$ cat config.mk
export PLATFORM = sky130hd
export DESIGN_NAME = uart_stim_tx
export DESIGN_NICKNAME = d
export VERILOG_FILES = /design/src/rtl/uart_stim_pkg.sv /design/src/rtl/uart_stim_fifo.sv /design/src/rtl/uart_stim_tx.sv
export SDC_FILE = /design/constraint.sdc
export NUM_CORES = 1
export LEC_CHECK = 0
export CAP_MARGIN = 20
export CORE_MARGIN = 5
export CORE_UTILIZATION = 30
export CTS_BUF_LIST = sky130_fd_sc_hd__clkbuf_4 sky130_fd_sc_hd__clkbuf_8 sky130_fd_sc_hd__clkbuf_16
export DETAILED_ROUTE_END_ITERATION = 8
export GPL_TIMING_DRIVEN = 0
export PLACE_DENSITY = 0.52
export SYNTH_ARGS = -nofsm -noshare
export SYNTH_HDL_FRONTEND = slang
export SYNTH_SLANG_ARGS = --single-unit
$ cat constraint.sdc
create_clock -name core_clk -period 2.05 [get_ports core_clk]
set_input_delay 0.41 -clock core_clk [delete_from_list [all_inputs] [get_ports core_clk]]
set_output_delay 0.41 -clock core_clk [all_outputs]
set_load 0.03 [all_outputs]
$ cat src/rtl/uart_stim_pkg.sv
// Shared FSM encoding and bit-timing constants for the UART stimulus transmitter.
// UART_STIM_TX_PARITY_EN adds the PARITY state and the parity helper.
package uart_stim_pkg;

  localparam int unsigned TICKS_PER_BIT = 16;
  localparam int unsigned TICK_CNT_W    = $clog2(TICKS_PER_BIT);
  localparam int unsigned DATA_W        = 8;
  localparam int unsigned BIT_CNT_W     = 3;

`ifdef UART_STIM_TX_PARITY_EN
  typedef enum logic [2:0] {IDLE, START, DATA, PARITY, STOP} tx_state_e;

  // Even parity is the XOR of the data bits; odd parity is its inverse.
  function automatic logic parity_bit(input logic [DATA_W-1:0] data, input logic odd);
    return (^data) ^ odd;
  endfunction
`else
  typedef enum logic [2:0] {IDLE, START, DATA, STOP} tx_state_e;
`endif

endpackage

$ cat src/rtl/uart_stim_fifo.sv
// Byte FIFO feeding the transmitter: show-ahead head, one-cycle pop, registered level/ready.
module uart_stim_fifo
  import uart_stim_pkg::*;
#(
  parameter int unsigned DEPTH = 16
) (
  input  logic                       core_clk,
  input  logic                       rst_l,
  input  logic                       i_push,
  input  logic [DATA_W-1:0]          i_push_data,
  input  logic                       i_pop,
  output logic [DATA_W-1:0]          o_head_c,
  output logic                       o_ready,
  output logic [$clog2(DEPTH+1)-1:0] o_level
);

  localparam int unsigned PTR_W = $clog2(DEPTH);
  localparam int unsigned LVL_W = $clog2(DEPTH+1);

  logic [DATA_W-1:0] r_mem [DEPTH];
  logic [PTR_W-1:0]  r_wr_ptr;
  logic [PTR_W-1:0]  r_rd_ptr;
  logic [LVL_W-1:0]  r_level;
  logic              r_ready;
  logic              w_push;
  logic              w_pop;
  logic [LVL_W-1:0]  w_level_nxt;

  // A push while full is dropped even if a pop frees a slot in the same cycle.
  assign w_push = i_push && r_ready;
  assign w_pop  = i_pop && (r_level != '0);

  always_comb begin
    w_level_nxt = r_level;
    if (w_push && !w_pop) begin
      w_level_nxt = r_level + LVL_W'(1);
    end else if (!w_push && w_pop) begin
      w_level_nxt = r_level - LVL_W'(1);
    end
  end

  always_ff @(posedge core_clk or negedge rst_l) begin
    if (!rst_l) begin
      r_wr_ptr <= '0;
      r_rd_ptr <= '0;
      r_level  <= '0;
      r_ready  <= 1'b1;
    end else begin
      if (w_push) r_wr_ptr <= r_wr_ptr + PTR_W'(1);
      if (w_pop)  r_rd_ptr <= r_rd_ptr + PTR_W'(1);
      r_level <= w_level_nxt;
      r_ready <= (w_level_nxt != LVL_W'(DEPTH));
    end
  end

  always_ff @(posedge core_clk) begin
    if (w_push) r_mem[r_wr_ptr] <= i_push_data;
  end

  assign o_head_c = r_mem[r_rd_ptr];
  assign o_ready  = r_ready;
  assign o_level  = r_level;

endmodule

$ cat src/rtl/uart_stim_tx.sv
// UART transmit stimulus generator: FIFO-fed 8-bit frames timed by a 16x baud tick.
// Define UART_STIM_TX_PARITY_EN to enable the optional parity bit; otherwise frames are 8N.
module uart_stim_tx
  import uart_stim_pkg::*;
#(
  parameter int unsigned FIFO_DEPTH = 16,
  parameter int unsigned STOP_BITS  = 1
) (
  input  logic                            core_clk,
  input  logic                            rst_l,
  input  logic                            tx_enable,
  input  logic                            tick_baud_x16,
  input  logic                            parity_enable,
  input  logic                            parity_odd,
  input  logic                            wr_valid,
  input  logic [DATA_W-1:0]               wr_data,
  output logic                            wr_ready,
  output logic [$clog2(FIFO_DEPTH+1)-1:0] fifo_level,
  output logic                            tx,
  output logic                            busy,
  output logic                            frame_done
);

  tx_state_e             r_state;
  tx_state_e             w_state_nxt;
  logic [TICK_CNT_W-1:0] r_tick_cnt;
  logic [TICK_CNT_W-1:0] w_tick_nxt;
  logic [BIT_CNT_W-1:0]  r_bit_cnt;
  logic [BIT_CNT_W-1:0]  w_bit_nxt;
  logic [DATA_W-1:0]     r_shift;
  logic [DATA_W-1:0]     w_shift_nxt;
  logic                  r_tx;
  logic                  w_tx_nxt;
  logic                  r_busy;
  logic                  r_frame_done;
  logic                  w_done_nxt;
  logic                  w_pop;
  logic                  w_load;
  logic                  w_can_start;
  logic                  w_bit_end;
  logic [DATA_W-1:0]     w_head;

`ifdef UART_STIM_TX_PARITY_EN
  logic r_par_en;
  logic r_par_bit;
  logic w_par_en_nxt;
  logic w_par_bit_nxt;
`else
  logic w_unused_parity;
  assign w_unused_parity = parity_enable ^ parity_odd;
`endif

  uart_stim_fifo #(
    .DEPTH (FIFO_DEPTH)
  ) u_fifo (
    .core_clk    (core_clk),
    .rst_l       (rst_l),
    .i_push      (wr_valid),
    .i_push_data (wr_data),
    .i_pop       (w_pop),
    .o_head_c    (w_head),
    .o_ready     (wr_ready),
    .o_level     (fifo_level)
  );

  assign w_can_start = tx_enable && (fifo_level != '0);
  assign w_bit_end   = tick_baud_x16 && (r_tick_cnt == TICK_CNT_W'(TICKS_PER_BIT - 1));

  // Next-state and next-output logic; tx is computed one cycle ahead so it can be registered.
  always_comb begin
    w_state_nxt = r_state;
    w_tick_nxt  = r_tick_cnt;
    w_bit_nxt   = r_bit_cnt;
    w_shift_nxt = r_shift;
    w_tx_nxt    = r_tx;
    w_done_nxt  = 1'b0;
    w_pop       = 1'b0;
    w_load      = 1'b0;
`ifdef UART_STIM_TX_PARITY_EN
    w_par_en_nxt  = r_par_en;
    w_par_bit_nxt = r_par_bit;
`endif

    if (tick_baud_x16 && (r_state != IDLE)) begin
      w_tick_nxt = w_bit_end ? '0 : r_tick_cnt + TICK_CNT_W'(1);
    end

    case (r_state)
      IDLE: begin
        w_tx_nxt = 1'b1;
        if (w_can_start) w_load = 1'b1;
      end
      START: begin
        if (w_bit_end) begin
          w_state_nxt = DATA;
          w_bit_nxt   = '0;
          w_tx_nxt    = r_shift[0];
        end
      end
      DATA: begin
        if (w_bit_end) begin
          if (r_bit_cnt == BIT_CNT_W'(DATA_W - 1)) begin
            w_bit_nxt = '0;
`ifdef UART_STIM_TX_PARITY_EN
            if (r_par_en) begin
              w_state_nxt = PARITY;
              w_tx_nxt    = r_par_bit;
            end else begin
              w_state_nxt = STOP;
              w_tx_nxt    = 1'b1;
            end
`else
            w_state_nxt = STOP;
            w_tx_nxt    = 1'b1;
`endif
          end else begin
            w_bit_nxt   = r_bit_cnt + BIT_CNT_W'(1);
            w_shift_nxt = r_shift >> 1;
            w_tx_nxt    = r_shift[1];
          end
        end
      end
`ifdef UART_STIM_TX_PARITY_EN
      PARITY: begin
        if (w_bit_end) begin
          w_state_nxt = STOP;
          w_bit_nxt   = '0;
          w_tx_nxt    = 1'b1;
        end
      end
`endif
      STOP: begin
        if (w_bit_end) begin
          if (r_bit_cnt == BIT_CNT_W'(STOP_BITS - 1)) begin
            w_done_nxt = 1'b1;
            if (w_can_start) begin
              w_load = 1'b1;
            end else begin
              w_state_nxt = IDLE;
              w_bit_nxt   = '0;
              w_tx_nxt    = 1'b1;
            end
          end else begin
            w_bit_nxt = r_bit_cnt + BIT_CNT_W'(1);
          end
        end
      end
      default: begin
        w_state_nxt = IDLE;
        w_tx_nxt    = 1'b1;
      end
    endcase

    // Frame start: pop the head byte and latch the per-frame parity settings.
    if (w_load) begin
      w_state_nxt = START;
      w_pop       = 1'b1;
      w_shift_nxt = w_head;
      w_tick_nxt  = '0;
      w_bit_nxt   = '0;
      w_tx_nxt    = 1'b0;
`ifdef UART_STIM_TX_PARITY_EN
      w_par_en_nxt  = parity_enable;
      w_par_bit_nxt = parity_bit(w_head, parity_odd);
`endif
    end
  end

  always_ff @(posedge core_clk or negedge rst_l) begin
    if (!rst_l) begin
      r_state      <= IDLE;
      r_tick_cnt   <= '0;
      r_bit_cnt    <= '0;
      r_shift      <= '0;
      r_tx         <= 1'b1;
      r_busy       <= 1'b0;
      r_frame_done <= 1'b0;
`ifdef UART_STIM_TX_PARITY_EN
      r_par_en     <= 1'b0;
      r_par_bit    <= 1'b0;
`endif
    end else begin
      r_state      <= w_state_nxt;
      r_tick_cnt   <= w_tick_nxt;
      r_bit_cnt    <= w_bit_nxt;
      r_shift      <= w_shift_nxt;
      r_tx         <= w_tx_nxt;
      r_busy       <= (w_state_nxt != IDLE);
      r_frame_done <= w_done_nxt;
`ifdef UART_STIM_TX_PARITY_EN
      r_par_en     <= w_par_en_nxt;
      r_par_bit    <= w_par_bit_nxt;
`endif
    end
  end

  assign tx         = r_tx;
  assign busy       = r_busy;
  assign frame_done = r_frame_done;

endmodule

# After elaboration in Yosys (flattened, before gate mapping)
# Memories as Yosys holds them, arrays and structs flattened.
# Index checks and enable logic that the tools add are counted.
# Widths: inputs -> output; s select.
[word_totals]
mem_count = 1
ramBits = 128
register_bits = 35
word_cells = 95
input_bits = 15
[classes]
mux = 43
n_reduce_logical = 21
addsub = 6
n_eq_ne = 13
[memory_table]
columns = ["name", "depth", "width", "rd", "rd_ports_with_merged_regs", "wr", "line_no", "source"]
rows = [
  ["u_fifo.r_mem", 16, 8, 1, 0, 1, "uart_stim_fifo.sv:20", "logic [DATA_W-1:0] r_mem [DEPTH];"],
]
[ops]
columns = ["cell", "count"]
rows = [
  ["$mux 3", 14],
  ["$mux 8", 4],
  ["$mux 1", 16],
  ["$ne 3x3->1 const B", 5],
  ["$add 4x1->4 const B", 3],
  ["$mux 4", 3],
  ["$pmux 3 s4", 1],
  ["$mux 5", 2],
  ["$reduce_and 5->1", 2],
  ["$pmux 3 s3", 1],
  ["$logic_and 1x1->1", 7],
  ["$eq 3x2->1 const B", 2],
  ["$logic_not 3->1", 2],
  ["$reduce_bool 2->1", 3],
  ["$reduce_bool 3->1", 2],
  ["$add 5x1->5 const B", 1],
  ["$ne 5x5->1 const B", 1],
  ["$reduce_bool 5->1", 1],
  ["$sub 5x1->5 const B", 1],
  ["$eq 4x4->1 const B", 1],
  ["$ne 4x4->1 const B", 1],
  ["$reduce_bool 4->1", 1],
  ["$add 3x1->3 const B", 1],
  ["$eq 3x1->1 const B", 1],
  ["6 further kinds", 7],
]

# Longest topological paths before layout
[depth]
word_depth = 12
depth_mapped = 8
depth_no_buf = 8

# Hierarchy
# A second synthesis with hierarchy kept.
[hier_totals]
cells_unflattened = 380
hier_area_um2 = 6890.4
[modules_own_cells]
columns = ["module", "cells_each", "n_inst", "area_per_inst_um2", "seq_area_each_um2"]
rows = [
  ["uart_stim_fifo", 267, 1, 5672.9, 4195.3],
  ["uart_stim_tx", 113, 1, 1217.4, 526.8],
]

# Worst setup path after synthesis
# Ideal clock, no wire load.
[synth_timing]
kind = "register -> register"
from = "reg u_fifo.r_level[0], in the netlist u_fifo.o_level[0]"
to = "reg u_fifo.r_ready, in the netlist u_fifo.o_ready"
synth_period_minus_slack_ps = 2381
path_stages_with_launch = 9
required_time_ps = 1956
slack_ps = -331
t_arrival_ps = 2287
path_buffers = 0
cell_sequence = "dfrtp_1 > inv_1 > ha_1 > or4b_4 > nand3b_2 > o21ai_0 > o22ai_1 > xor2_1 > or4b_1"
[synth_between]
elab_chain_len = 12
word_cells_on_any_way = 16
cone_classes = "add/sub: 2; eq/ne: 1; mux: 7; reduce/logical: 6"
[synth_rtl]
columns = ["element", "line_no", "source"]
rows = [
  ["start: declaration", "uart_stim_fifo.sv:23", "logic [LVL_W-1:0] r_level;"],
  ["start signal: assignment", "uart_stim_fifo.sv:51", "r_level <= w_level_nxt;"],
  ["$reduce_bool 5->1", "uart_stim_fifo.sv:31, uart_stim_tx.sv:66", ""],
  ["$logic_and 1x1->1", "uart_stim_tx.sv:66", "assign w_can_start = tx_enable && (fifo_level != '0);"],
  ["$mux 1", "uart_stim_tx.sv:91, uart_stim_tx.sv:136", ""],
  ["$mux 1", "uart_stim_tx.sv:134", "if (r_bit_cnt == BIT_CNT_W'(STOP_BITS - 1)) begin"],
  ["$mux 1", "uart_stim_tx.sv:133", "if (w_bit_end) begin"],
  ["$pmux 1 s2", "uart_stim_tx.sv:88", "case (r_state)"],
  ["$mux 1", "uart_stim_tx.sv:155", "if (w_load) begin"],
  ["$logic_and 1x1->1", "uart_stim_fifo.sv:31", "assign w_pop = i_pop && (r_level != '0);"],
  ["$logic_and 1x1->1 or $logic_not 1->1 (tied branches)", "uart_stim_fifo.sv:37, uart_stim_fifo.sv:35", ""],
  ["$mux 5 or $logic_and 1x1->1 (tied branches)", "uart_stim_fifo.sv:37, uart_stim_fifo.sv:35", ""],
  ["$mux 5 *", "uart_stim_fifo.sv:35", "if (w_push && !w_pop) begin"],
  ["named net u_fifo.w_level_nxt[3]", "uart_stim_fifo.sv:27", "logic [LVL_W-1:0] w_level_nxt;"],
  ["$ne 5x5->1 *", "uart_stim_fifo.sv:52", "r_ready <= (w_level_nxt != LVL_W'(DEPTH));"],
  ["end signal: assignment", "uart_stim_fifo.sv:52", ""],
  ["end: declaration", "uart_stim_fifo.sv:24", "logic r_ready;"],
]
# Mark *: on every way through the listed nets, which the timed path passes. The rest lies on a longest branch.
# A chain may end at the register's enable or synchronous reset.

# Worst setup path after layout
[layout_timing]
from = "reg u_fifo.r_level[1], in the netlist u_fifo.o_level[1]"
to = "reg u_fifo.r_ready, in the netlist u_fifo.o_ready"
# Same word-level chain as after synthesis.

==> run metrics <==
Hold Buf Count CTS=0; status=finished with violations; CP cell instances=inv_2, ha_4, or4b_4, nand3b_4, o21a_4, a41oi_2, xnor2_1, or4b_4; antenna cells=0; pwr dens=1340 nW/um^2; reg2reg start=u_fifo.o_level[1]; hpwl dp=roughly 9100 um; Clock Sinks=163; EDFF count, synth=about 130; Synth Net Count=approximately 430; vias per inst=4.78; DR WL/cell=between 15 and 20 um; Synth top area share=0.567; Main synth FF type=edfxtp_1; final worst slack=-246 ps; Synth cell types=47; highest ir drop seen on vdd=0.000453 V; Yosys reg bits=about 160; WS Path Type=reg2reg; Die ar.=between 20,000 and 30,000 um^2; Crit. Startpoint=u_fifo.o_level[1]; Post-Route WL=approximately 15,000 um; startpoint types=register; MaxCap Viol Count=0; RSZ-0062 raised after global routing=true; Reg clk slew, reported paths=70 ps; worst slack, placed=-807 ps; Final Core Density=0.384; Finish-stage setup viols=9; Max FO, Critical Path=4; Die Y=between 150 and 200 um; Final nets=486; area leader, netlist=edfxtp_1; Hold Crit Class=in2async; Detail Route met2 WL=around 7300 um; Starting DRT DRC Count=212; Post-Route M1 WL=roughly 6600 um; dpl cells=roughly 700; highest routed layer=met4; Chip Width=~160 um; H-tree levels=4; vias in the first global route=3,954; failing checks=negative setup slack; Slew Limit Fails=0; Finished Layout Cells=~760; leakage power=2.90 nW; gr usage total=0.117; Post-synth ARST share=0.215; reg2reg end=u_fifo.o_ready; Most Frequent Cell on Critical Path=or4b_4; Worst Path Required=2380 ps; total CTS buffers=17; R2R depth=8; Slew Limit Headroom=0.463; syn_area_per_cell=16.9 um^2; share of cells above drive strength 1=0.345; antenna-violating nets left=0; Mapped Area=6780 um^2; pin count of the biggest net entering global routing=36; first-pass GRT wire length=23,000 um; Final Cycle Share=1.12; slowest cell on the critical path=or4b_4; crit path capture=u_fifo.o_ready; CTS tree=done; met3 WL=613 um; vias after detailed routing=3,617; fmax=between 400 and 500 MHz; skew final=30.0 ps; Min Hold Slack=73.1 ps; Starting Density=0.302; crit path time final=approximately 2300 ps; WP data arrival=~2600 ps; synth top area cells=edfxtp_1 57%, dfrtp_1 12%, mux4_2 11%; DRT Pass-1 Iters=4; synthesized instance count=400; antenna violations before repair=0; DRC=0; Critical Path End Type=register; Worst-Margin Slew=805 ps; CTS max path bufs=2; core area=around 22,000 um^2; Boundary Pins=24; CP max stage delay=490 ps; Worst R2R Setup Slack=-250 ps; register area share after synthesis=0.697; GPL Wtd Cong=~0.73; clock root buffer master=clkbuf_16; clk_lat worst skew=approximately 430 ps; Area growth syn-to-layout=27.1%; Buffers on Ports=21; total grt overflow=0; synth warn=0; num rows=55; final hold vios=0
synth_stat cells (2+ instances only):
library cell and instances:
buf_2 4, buf_1 3, inv_1 7, clkbuf_1 12, a311oi_1 2, nand4_1 2
xnor2_1 9, xor2_1 2, mux4_2 33, dfrtp_1 33, or2_2 3, mux2i_1 9
a221o_1 7, a211oi_1 15, nand3_1 5, nand3b_1 2, a21oi_1 8, o21ai_0 7
edfxtp_1 128, nand2b_1 5, nor3_1 9, nand2_1 20, nor2b_1 8, o22ai_1 2
dfstp_2 2, nor2_1 31, ha_1 12
cell type report:
class | count | area, um^2
Fill cell | 2038 | 13800
Sequential cell | 163 | 4720
Multi-Input combinational cell | 210 | 2300
Timing Repair Buffer | 44 | 490
Clock buffer | 18 | 433
Tap cell | 285 | 357
Buffer | 16 | 150
Clock inverter | 14 | 129
Inverter | 7 | 26.3
kinds of logic (layout without fill, tap and decap cells):
group                    after synthesis  count (layout)  share of synthesized area
flip-flops                           163             163                      0.697
adder cells (fa/ha/maj)               12              12                     0.0222
buffers and inverters                 27              99                     0.0162
XOR/XNOR                              11              11                     0.0142
AND/OR/NAND/NOR                       95              95                     0.0726
multiplexers                          42              42                      0.123
AO/OA/AOI/OAI                         49              49                     0.0545
other                                  1               1                   0.000553
metal layers:
| layer | up-vias | GRT usage |
|---|---|---|
| met1 | 1857 | 0.152 |
| met3 | 6 | 0.0318 |
| met2 | 70 | 0.196 |
| met4 | 0 | 0.0305 |
| li1 | 1684 | - |
| met5 | - | 0 |
power by group:
| part | switching [mW] | total, mW | internal, mW |
|---|---|---|---|
| logic | 2.09 | 4.01 | 1.92 |
| registers | 0.335 | 4.43 | 4.10 |
| clock network | 1.35 | 3.05 | 1.70 |
registers in the layout (all words and copies together), names as in the netlist, 3 cells and up:
name / count
u_fifo.r_mem: 128
r_shift: 8
u_fifo.o_level: 5
r_tick_cnt: 4
u_fifo.r_rd_ptr: 4
u_fifo.r_wr_ptr: 4
r_bit_cnt: 3
r_state: 3
how the worst min path moves through the flow:
stage                    end          start  slack [ps]
2_1_floorplan           busy          rst_l         110
3_3_place_gp   r_tick_cnt[3]  r_tick_cnt[3]         490
3_5_place_dp   r_tick_cnt[3]  r_tick_cnt[3]         500
4_1_cts                 busy          rst_l          90
5_1_grt           frame_done          rst_l         140
6_report                busy          rst_l          70
per-stage QoR:
| stage | area (um^2) | setup TNS (ps) | total power, mW |
|---|---|---|---|
| final | 8610 | -763 | 11.5 |
| after floorplan | 6830 | -232 | 6.61 |
| after global placement | 7390 | -102190 | 7.51 |
| after detailed placement | 7390 | -96780 | 7.57 |
| after global routing | 8610 | -1660 | 12.1 |
| after CTS | 8510 | -723 | 11.5 |
what timing repair did:
item	CTS	global route
endpoints found under the setup margin	142	126
resized for setup	82	19
setup buffers	18	5
pin swaps	13	8
gates cloned	1	0
layout by cell type, fill, tap and decap left out, drive strengths merged, types with 12 or more instances in the layout:
master,n
ha,12
clkbuf,29
nor2,31
edfxtp,128
inv,12
buf,29
a211oi,15
nand2,20
clkdlybuf4s50,15
dfrtp,33
mux4,33
worst max-delay path, delay by kind of cell, from the launching register on:
| family | cells | cell delay, ps |
|---|---|---|
| and+or+nand+nor | 3 | 1090 |
| DFF | 1 | 410 |
| AOI/OAI and AO/OA | 2 | 300 |
| xor gates and xnor gates | 1 | 200 |
| adders and majority gates | 1 | 120 |
| buffers and inverters | 1 | 90 |
(Power assumes the default switching activity.)
